$ cat config.mk
export PLATFORM = sky130hd
export DESIGN_NAME = div_sched
export DESIGN_NICKNAME = d
export VERILOG_FILES = /design/src/rtl/div_sched.sv
export SDC_FILE = /design/constraint.sdc
export NUM_CORES = 1
export LEC_CHECK = 0
export ABC_CLOCK_PERIOD_IN_PS = 1800
export CORE_ASPECT_RATIO = 0.8
export CORE_MARGIN = 3
export CORE_UTILIZATION = 25
export CTS_BUF_LIST = sky130_fd_sc_hd__clkbuf_4 sky130_fd_sc_hd__clkbuf_8 sky130_fd_sc_hd__clkbuf_16
export CTS_CLUSTER_DIAMETER = 100
export DETAILED_ROUTE_END_ITERATION = 16
export PLACE_DENSITY = 0.61
export SYNTH_ARGS = -nofsm -noshare
export SYNTH_HDL_FRONTEND = slang
export SYNTH_SLANG_ARGS = --single-unit
$ cat constraint.sdc
create_clock -name clk -period 1.8 [get_ports clk]
set_clock_uncertainty 0.05 [all_clocks]
set_input_delay 0.36 -clock clk [delete_from_list [all_inputs] [get_ports clk]]
set_output_delay 0.36 -clock clk [all_outputs]
set_load 0.02 [all_outputs]
$ cat src/rtl/div_sched.sv
// div_sched: shares one iterative 32-bit divider between NUM_REQ requesters.
// Round-robin arbitration, one-cycle launch pulse, quotient routed back to the
// owning requester, and a watchdog that aborts an operation if the divider
// never answers. All outputs are registered.
// Optional feature macro: DIV_ZERO_BYPASS_EN. When it is defined, a zero
// divisor is answered with an error immediately and the divider is not launched.
module div_sched #(
    parameter int NUM_REQ = 2,
    parameter int MAX_CYC = 64,
    parameter int CNT_W   = 7
) (
    input  logic                  clk,
    input  logic                  rst,
    input  logic [NUM_REQ-1:0]    req,
    input  logic [32*NUM_REQ-1:0] req_num,
    input  logic [32*NUM_REQ-1:0] req_den,
    output logic [NUM_REQ-1:0]    gnt,
    output logic [NUM_REQ-1:0]    resp_vld,
    output logic [31:0]           resp_q,
    output logic                  resp_err,
    output logic                  div_start,
    output logic [31:0]           div_num,
    output logic [31:0]           div_den,
    input  logic [31:0]           div_q,
    input  logic                  div_vld,
    output logic                  busy
);

    localparam int                 IDX_W    = (NUM_REQ > 1) ? $clog2(NUM_REQ) : 1;
    localparam logic [CNT_W-1:0]   CNT_LAST = CNT_W'(MAX_CYC - 1);
    localparam logic [NUM_REQ-1:0] ONE_HOT0 = NUM_REQ'(1);
    localparam logic [31:0]        ERR_Q    = 32'hFFFF_FFFF;

    typedef enum logic [1:0] {
        ST_IDLE = 2'd0,
        ST_WAIT = 2'd1,
        ST_RESP = 2'd2
    } state_t;

    state_t             r_state;
    logic [IDX_W-1:0]   r_rr;
    logic [IDX_W-1:0]   r_owner;
    logic [CNT_W-1:0]   r_cnt;
    logic               r_zero;
    logic [NUM_REQ-1:0] r_gnt;
    logic [NUM_REQ-1:0] r_resp_vld;
    logic [31:0]        r_resp_q;
    logic               r_resp_err;
    logic               r_div_start;
    logic [31:0]        r_div_num;
    logic [31:0]        r_div_den;
    logic               r_busy;

    state_t             w_state_nxt;
    logic [IDX_W-1:0]   w_rr_nxt;
    logic [IDX_W-1:0]   w_owner_nxt;
    logic [CNT_W-1:0]   w_cnt_nxt;
    logic               w_zero_nxt;
    logic [NUM_REQ-1:0] w_gnt_nxt;
    logic [NUM_REQ-1:0] w_resp_vld_nxt;
    logic [31:0]        w_resp_q_nxt;
    logic               w_resp_err_nxt;
    logic               w_start_nxt;
    logic [31:0]        w_num_nxt;
    logic [31:0]        w_den_nxt;
    logic               w_busy_nxt;

    logic               w_found;
    logic [IDX_W-1:0]   w_win;
    logic [IDX_W-1:0]   w_rr_inc;
    logic [31:0]        w_num;
    logic [31:0]        w_den;
    logic               w_bypass;

    // Round-robin search: first asserted request at or above the pointer, wrapping.
    always_comb begin
        int sum;
        int idx;
        logic hit;
        w_found = 1'b0;
        w_win   = '0;
        sum     = 0;
        idx     = 0;
        hit     = 1'b0;
        for (int k = 0; k < NUM_REQ; k++) begin
            sum     = int'(r_rr) + k;
            idx     = (sum >= NUM_REQ) ? (sum - NUM_REQ) : sum;
            hit     = !w_found && req[IDX_W'(idx)];
            w_win   = hit ? IDX_W'(idx) : w_win;
            w_found = w_found | hit;
        end
    end

    assign w_rr_inc = (w_win == IDX_W'(NUM_REQ - 1)) ? '0 : (w_win + IDX_W'(1));
    assign w_num    = req_num[{w_win, 5'd0} +: 32];
    assign w_den    = req_den[{w_win, 5'd0} +: 32];

`ifdef DIV_ZERO_BYPASS_EN
    assign w_bypass = (w_den == 32'd0);
`else
    assign w_bypass = 1'b0;
`endif

    // Next-state and next-output logic for the IDLE/WAIT/RESP sequencer.
    always_comb begin
        w_state_nxt    = r_state;
        w_rr_nxt       = r_rr;
        w_owner_nxt    = r_owner;
        w_cnt_nxt      = r_cnt;
        w_zero_nxt     = r_zero;
        w_gnt_nxt      = '0;
        w_resp_vld_nxt = '0;
        w_start_nxt    = 1'b0;
        w_resp_q_nxt   = r_resp_q;
        w_resp_err_nxt = r_resp_err;
        w_num_nxt      = r_div_num;
        w_den_nxt      = r_div_den;
        case (r_state)
            ST_IDLE: begin
                if (w_found) begin
                    w_gnt_nxt   = ONE_HOT0 << w_win;
                    w_start_nxt = !w_bypass;
                    w_num_nxt   = w_num;
                    w_den_nxt   = w_den;
                    w_owner_nxt = w_win;
                    w_rr_nxt    = w_rr_inc;
                    w_cnt_nxt   = '0;
                    w_zero_nxt  = w_bypass;
                    w_state_nxt = ST_WAIT;
                end else begin
                    w_state_nxt = ST_IDLE;
                end
            end
            ST_WAIT: begin
                // A bypassed zero divisor spends its single WAIT cycle here so the
                // registered response lands two cycles after the request is sampled.
                if (r_zero) begin
                    w_resp_q_nxt   = ERR_Q;
                    w_resp_err_nxt = 1'b1;
                    w_resp_vld_nxt = ONE_HOT0 << r_owner;
                    w_zero_nxt     = 1'b0;
                    w_state_nxt    = ST_RESP;
                end else if (div_vld && !r_div_start) begin
                    // Valid beats the watchdog when both land on the same edge.
                    w_resp_q_nxt   = div_q;
                    w_resp_err_nxt = 1'b0;
                    w_resp_vld_nxt = ONE_HOT0 << r_owner;
                    w_state_nxt    = ST_RESP;
                end else if (r_cnt == CNT_LAST) begin
                    w_resp_q_nxt   = ERR_Q;
                    w_resp_err_nxt = 1'b1;
                    w_resp_vld_nxt = ONE_HOT0 << r_owner;
                    w_state_nxt    = ST_RESP;
                end else begin
                    w_cnt_nxt = r_cnt + CNT_W'(1);
                end
            end
            ST_RESP: begin
                w_state_nxt = ST_IDLE;
            end
            default: begin
                w_state_nxt = ST_IDLE;
            end
        endcase
        w_busy_nxt = (w_state_nxt != ST_IDLE);
    end

    // State and output registers with synchronous reset; reset drops any in-flight op.
    always_ff @(posedge clk) begin
        if (rst) begin
            r_state     <= ST_IDLE;
            r_rr        <= '0;
            r_owner     <= '0;
            r_cnt       <= '0;
            r_zero      <= 1'b0;
            r_gnt       <= '0;
            r_resp_vld  <= '0;
            r_resp_q    <= 32'd0;
            r_resp_err  <= 1'b0;
            r_div_start <= 1'b0;
            r_div_num   <= 32'd0;
            r_div_den   <= 32'd0;
            r_busy      <= 1'b0;
        end else begin
            r_state     <= w_state_nxt;
            r_rr        <= w_rr_nxt;
            r_owner     <= w_owner_nxt;
            r_cnt       <= w_cnt_nxt;
            r_zero      <= w_zero_nxt;
            r_gnt       <= w_gnt_nxt;
            r_resp_vld  <= w_resp_vld_nxt;
            r_resp_q    <= w_resp_q_nxt;
            r_resp_err  <= w_resp_err_nxt;
            r_div_start <= w_start_nxt;
            r_div_num   <= w_num_nxt;
            r_div_den   <= w_den_nxt;
            r_busy      <= w_busy_nxt;
        end
    end

    assign gnt       = r_gnt;
    assign resp_vld  = r_resp_vld;
    assign resp_q    = r_resp_q;
    assign resp_err  = r_resp_err;
    assign div_start = r_div_start;
    assign div_num   = r_div_num;
    assign div_den   = r_div_den;
    assign busy      = r_busy;

endmodule

Word level (Yosys, flattened, before mapping)
Cells that the tools add are included.
{ "word_totals": {"reg_bits": 115, "output_inout_bits": 103} }
{ "classes": {"bitwise": 4, "n_reduce_logical": 15, "n_addsub": 5, "eq_ne": 6, "magnitude_cmp": 4, "n_shift": 4, "muxes": 31} }
{ "ops": {"columns": ["operator", "n"], "rows": [
  ["64-bit by 7-bit indexed part select with 32-bit output", 2],
  ["32-bit two-way mux", 3],
  ["7-bit two-way mux", 4],
  ["1-bit two-way mux", 15],
  ["7-bit one-hot mux with 2 select lines", 1],
  ["2-bit two-way mux", 6],
  ["2-bit != test (second input constant)", 4],
  ["7-bit by 1-bit adder with 7-bit output (second input constant)", 1],
  ["7-bit by 6-bit == test with 1-bit output (second input constant)", 1],
  ["1-bit by 3-bit less-than comparator with 1-bit output (second input constant)", 2],
  ["2-bit AND reduction", 3],
  ["5-bit AND reduction", 1],
  ["2-bit one-hot mux with 2 select lines", 1],
  ["2-bit nonzero test", 2],
  ["2-bit OR reduction", 2],
  ["1-bit by 1-bit left shift with 2-bit output (first input constant)", 2],
  ["1-bit inverter", 3],
  ["3-bit nonzero test", 1],
  ["3-bit OR reduction", 1],
  ["1-bit by 1-bit adder with 2-bit output (second input constant)", 1],
  ["2-bit by 1-bit == test with 1-bit output (second input constant)", 1],
  ["1-bit by 2-bit >= comparator with 1-bit output (second input constant)", 1],
  ["2-bit >= comparator (second input constant)", 1],
  ["1-bit logical AND", 2],
  ["6 further kinds", 8]
]} }

Depth between registers and ports, before layout
{ "depth": {"word_depth": 11, "ltp_mapped": 7, "ltp_nobuf": 5} }

Worst setup path before layout
Ideal clock, no wire load.
{ "synth_path": {"path_kind": "register -> register", "startpoint": "register r_cnt[0]", "endpoint": "register r_resp_q[10] (netlist: resp_q[10])", "path_buffers": 2, "synth_period_minus_slack_ps": 1560, "path_stages_with_launch": 8, "setup_time_ps": 60, "t_arrival_ps": 1450, "setup_slack_ps": 240, "cell_sequence": "dfxtp_1 ha_1 nand3_4 nor4_4 a21o_1 buf_6 buf_6 o221a_1"} }
{ "synth_via": {"elab_chain_cells": 3} }
{ "synth_rtl": {"columns": ["item", "line", "rtl"], "rows": [
  ["from (decl)", "43", "logic [CNT_W-1:0] r_cnt;"],
  ["from (signal assigned)", "188", "r_cnt <= w_cnt_nxt;"],
  ["7-bit by 6-bit == test with 1-bit output", "149", "end else if (r_cnt == CNT_LAST) begin"],
  ["3-bit nonzero test (no source line)", null, null],
  ["2-bit AND reduction (no source line)", null, null],
  ["to (signal assigned)", "192", "r_resp_q <= w_resp_q_nxt;"],
  ["to (decl)", "47", "logic [31:0] r_resp_q;"]
]} }
No other way between the ends.
A chain may end at the register's enable or synchronous reset.

Worst setup path after layout
{ "layout_path": {"startpoint": "register r_resp_vld[0] (netlist: resp_vld[0])", "endpoint": "output resp_vld[0]"} }
{ "layout_lines": {"columns": ["item", "line", "rtl"], "rows": [
  ["from (decl)", "46", "logic [NUM_REQ-1:0] r_resp_vld;"],
  ["from (signal assigned)", "191", "r_resp_vld <= w_resp_vld_nxt;"],
  ["to (decl)", "18", "output logic [NUM_REQ-1:0] resp_vld,"]
]} }
No word-level cell between the ends.

==> out/qor.yml <==
end_kind: "output port"
slew_headroom_pct: 61.5
crit_type: "reg2out"
critical_path_peak_fanout: 1
yosysMostFrequentCell: "dfxtp_1"
die_h_um: 127
ant_nets: 0
wl_per_cell_um: 16.3
cp.arrival_ns: 1.35
die-area_um2: 20000
worst_pin_slew_ns: 0.578
area_growth_syn_to_layout_pct: 81.4
ys_warn_count: 0
peakVddDrop_v: 0.000481
startpoint_type: "flip-flop"
grt_overflow: 0
power_density_nw_per_um2: 979
synthTopCellsByCount: "114 x dfxtp_1, 67 x nor2_1, 64 x a211oi_1, 64 x mux2i_1, 32 x o221a_1"
grt_pass1_wl_um: 23600
post-route-min-period_ns: 1.76
critPathMaxStageDelay_ns: 0.63
seq_area_um2: 2290
fmax_ghz: 0.568
drtIter0Drc: 157
place_congestion: 0.752
die_w_um: 157
vias_per_cell: 4.60
cts_made_buffers: 17
worstPathRequired_ns: 1.39
netlist_top_cells_area: "dfxtp_1 50%, mux2i_1 14%, a211oi_1 10%"
syn_inst: 440
yosysSeqAreaShare_pct: 49.7
place_inst: 909
coreArea_um2: 17600
p_leak_nw: 3.89
cts_max_level: 4
start_util_pct: 26.0
routed_wl_um: 15300
synth_ff_type: "dfxtp_1"
num_antenna_cells: 0
num_rows: 43
drv_cap: 0
fin_nets: 872
maxSlewViolCount: 0
clk_pin_slew_ns: 0.06
cp_num_cells: 1
finalSetupViolations: 0
hold_viol: 0
ys_async_sr_fraction_pct: 0
path_delay_family: "buffers and inverters"
synth_cell_type_count: 37
syn-num-nets: 606
grt_pass1_vias: 4444
synth_top_cell_by_area: "dfxtp_1"
grt_use_total_pct: 14.9
avgSynthCellArea_um2: 10.4
port_buffers: 266
ctsHoldBuffers: 0
critPathBufInv: 1
via_count: 4344
stdcell_count: 944
drc: 0
hold_class: "in2reg"
cts_tree: "yes"
fin_crit_sh_pct: 97.7
syn-cell-area_um2: 4590
synth_top_area_share_pct: 49.7
clk-insertion-delay-late_ns: 0.41
ys_ff_latch: 114
drt-pass1-iter-count: 5
pin_count: 268
critPathSlowestCell: "clkdlybuf4s50_1"
drive_above_1_share_pct: 9.32
whs_path_depth: 3
path_cells: "clkdlybuf4s50_1"
max-clock-path-buffers: 2
grt_max_degree: 70
multi_input_area_um2: 2120
tns_ns: 0
antenna_found_initial: 0
synth_edf_count: 0
dp_hpwl_um: 11200
status: "completed"
cts_root_buffer: "clkbuf_16"
clock_sinks: 114
r2r_cells: 7
nFillCells: 1647
-- stage by stage --
step	utilization (%)	hold slack, ns	total power, mW	instance area, µm²	worst slack (ns)
finish	47.2	0.410	8.15	8330	0.0409
global route	47.2	0.415	8.51	8330	-0.0185
global placement	42.8	0.397	4.61	7560	-0.247
floorplan	-	0.377	3.71	4590	0.240
CTS	46.2	0.383	8.29	8150	-0.00700
detailed placement	42.8	0.412	4.64	7560	-0.301
-- power by group --
part	total [mW]	internal (mW)	switching, mW
sequential	2.84	2.73	0.115
combinational	1.66	0.873	0.788
clock	3.65	2.44	1.21
total	8.15	6.04	2.12
-- final cells by class --
type	count	area share [%]
Clock buffer	21	5.62
Clock inverter	11	2.09
Inverter	2	0.0902
Multi-Input combinational cell	279	25.4
Sequential cell	114	27.5
Tap cell	225	3.38
Timing Repair Buffer	292	35.9
-- registers in the layout, summed over array words and instances (netlist names) --
signal,count
div_num,32
resp_err,1
resp_q,32
gnt,2
r_state,2
resp_vld,2
div_start,1
r_owner,1
r_cnt,7
div_den,32
r_rr,1
busy,1
-- per-layer routing --
metal	wire, µm	global-route usage [%]
met5	0	0
met4	239	5.10
met3	1040	4.94
met2	7570	25.1
met1	6500	17.9
-- layout by cell type, fill, tap and decap left out, types with 4 or more instances in the layout --
cell type        instances
buf_4                   18
dlymetal6s2s_1          42
clkbuf_16               18
dfxtp_1                113
inv_6                    4
nor2_1                  67
dlygate4sd2_1           51
clkdlybuf4s50_1        172
a21oi_1                  8
nand2_1                  7
buf_12                   6
a211oi_1                64
o221a_1                 32
bufinv_16                4
mux2i_1                 64
nand3_1                  7
-- what timing repair did --
item / CTS / global route
resized for setup: 53 / 49
endpoints found under the hold margin: 0 / 0
setup endpoints to repair: 65 / 80
gates cloned: 0 / 2
pin swaps: 0 / 1
setup buffers: 0 / 1
-- logic make-up (layout without fill, tap and decap cells) --
group | Yosys count | after routing | share of synthesized area (%)
buffers and inverters | 47 | 326 | 4.99
XOR/XNOR | 1 | 1 | 0.191
AO/OA/AOI/OAI | 116 | 116 | 21.2
flip-flops | 114 | 114 | 49.7
multiplexers | 64 | 64 | 14.0
AND/OR/NAND/NOR | 97 | 97 | 9.68
adder cells (fa/ha/maj) | 1 | 1 | 0.273
-- final timing paths --
path,start,to,slack (ns)
max,resp_vld[0],resp_vld[0],0.04
min,rst,div_start,0.41
max reg2reg,r_cnt[1],resp_q[26],0.07
min reg2reg,r_owner,resp_vld[0],0.42
No activity file was read; power rests on OpenSTA's default activity.
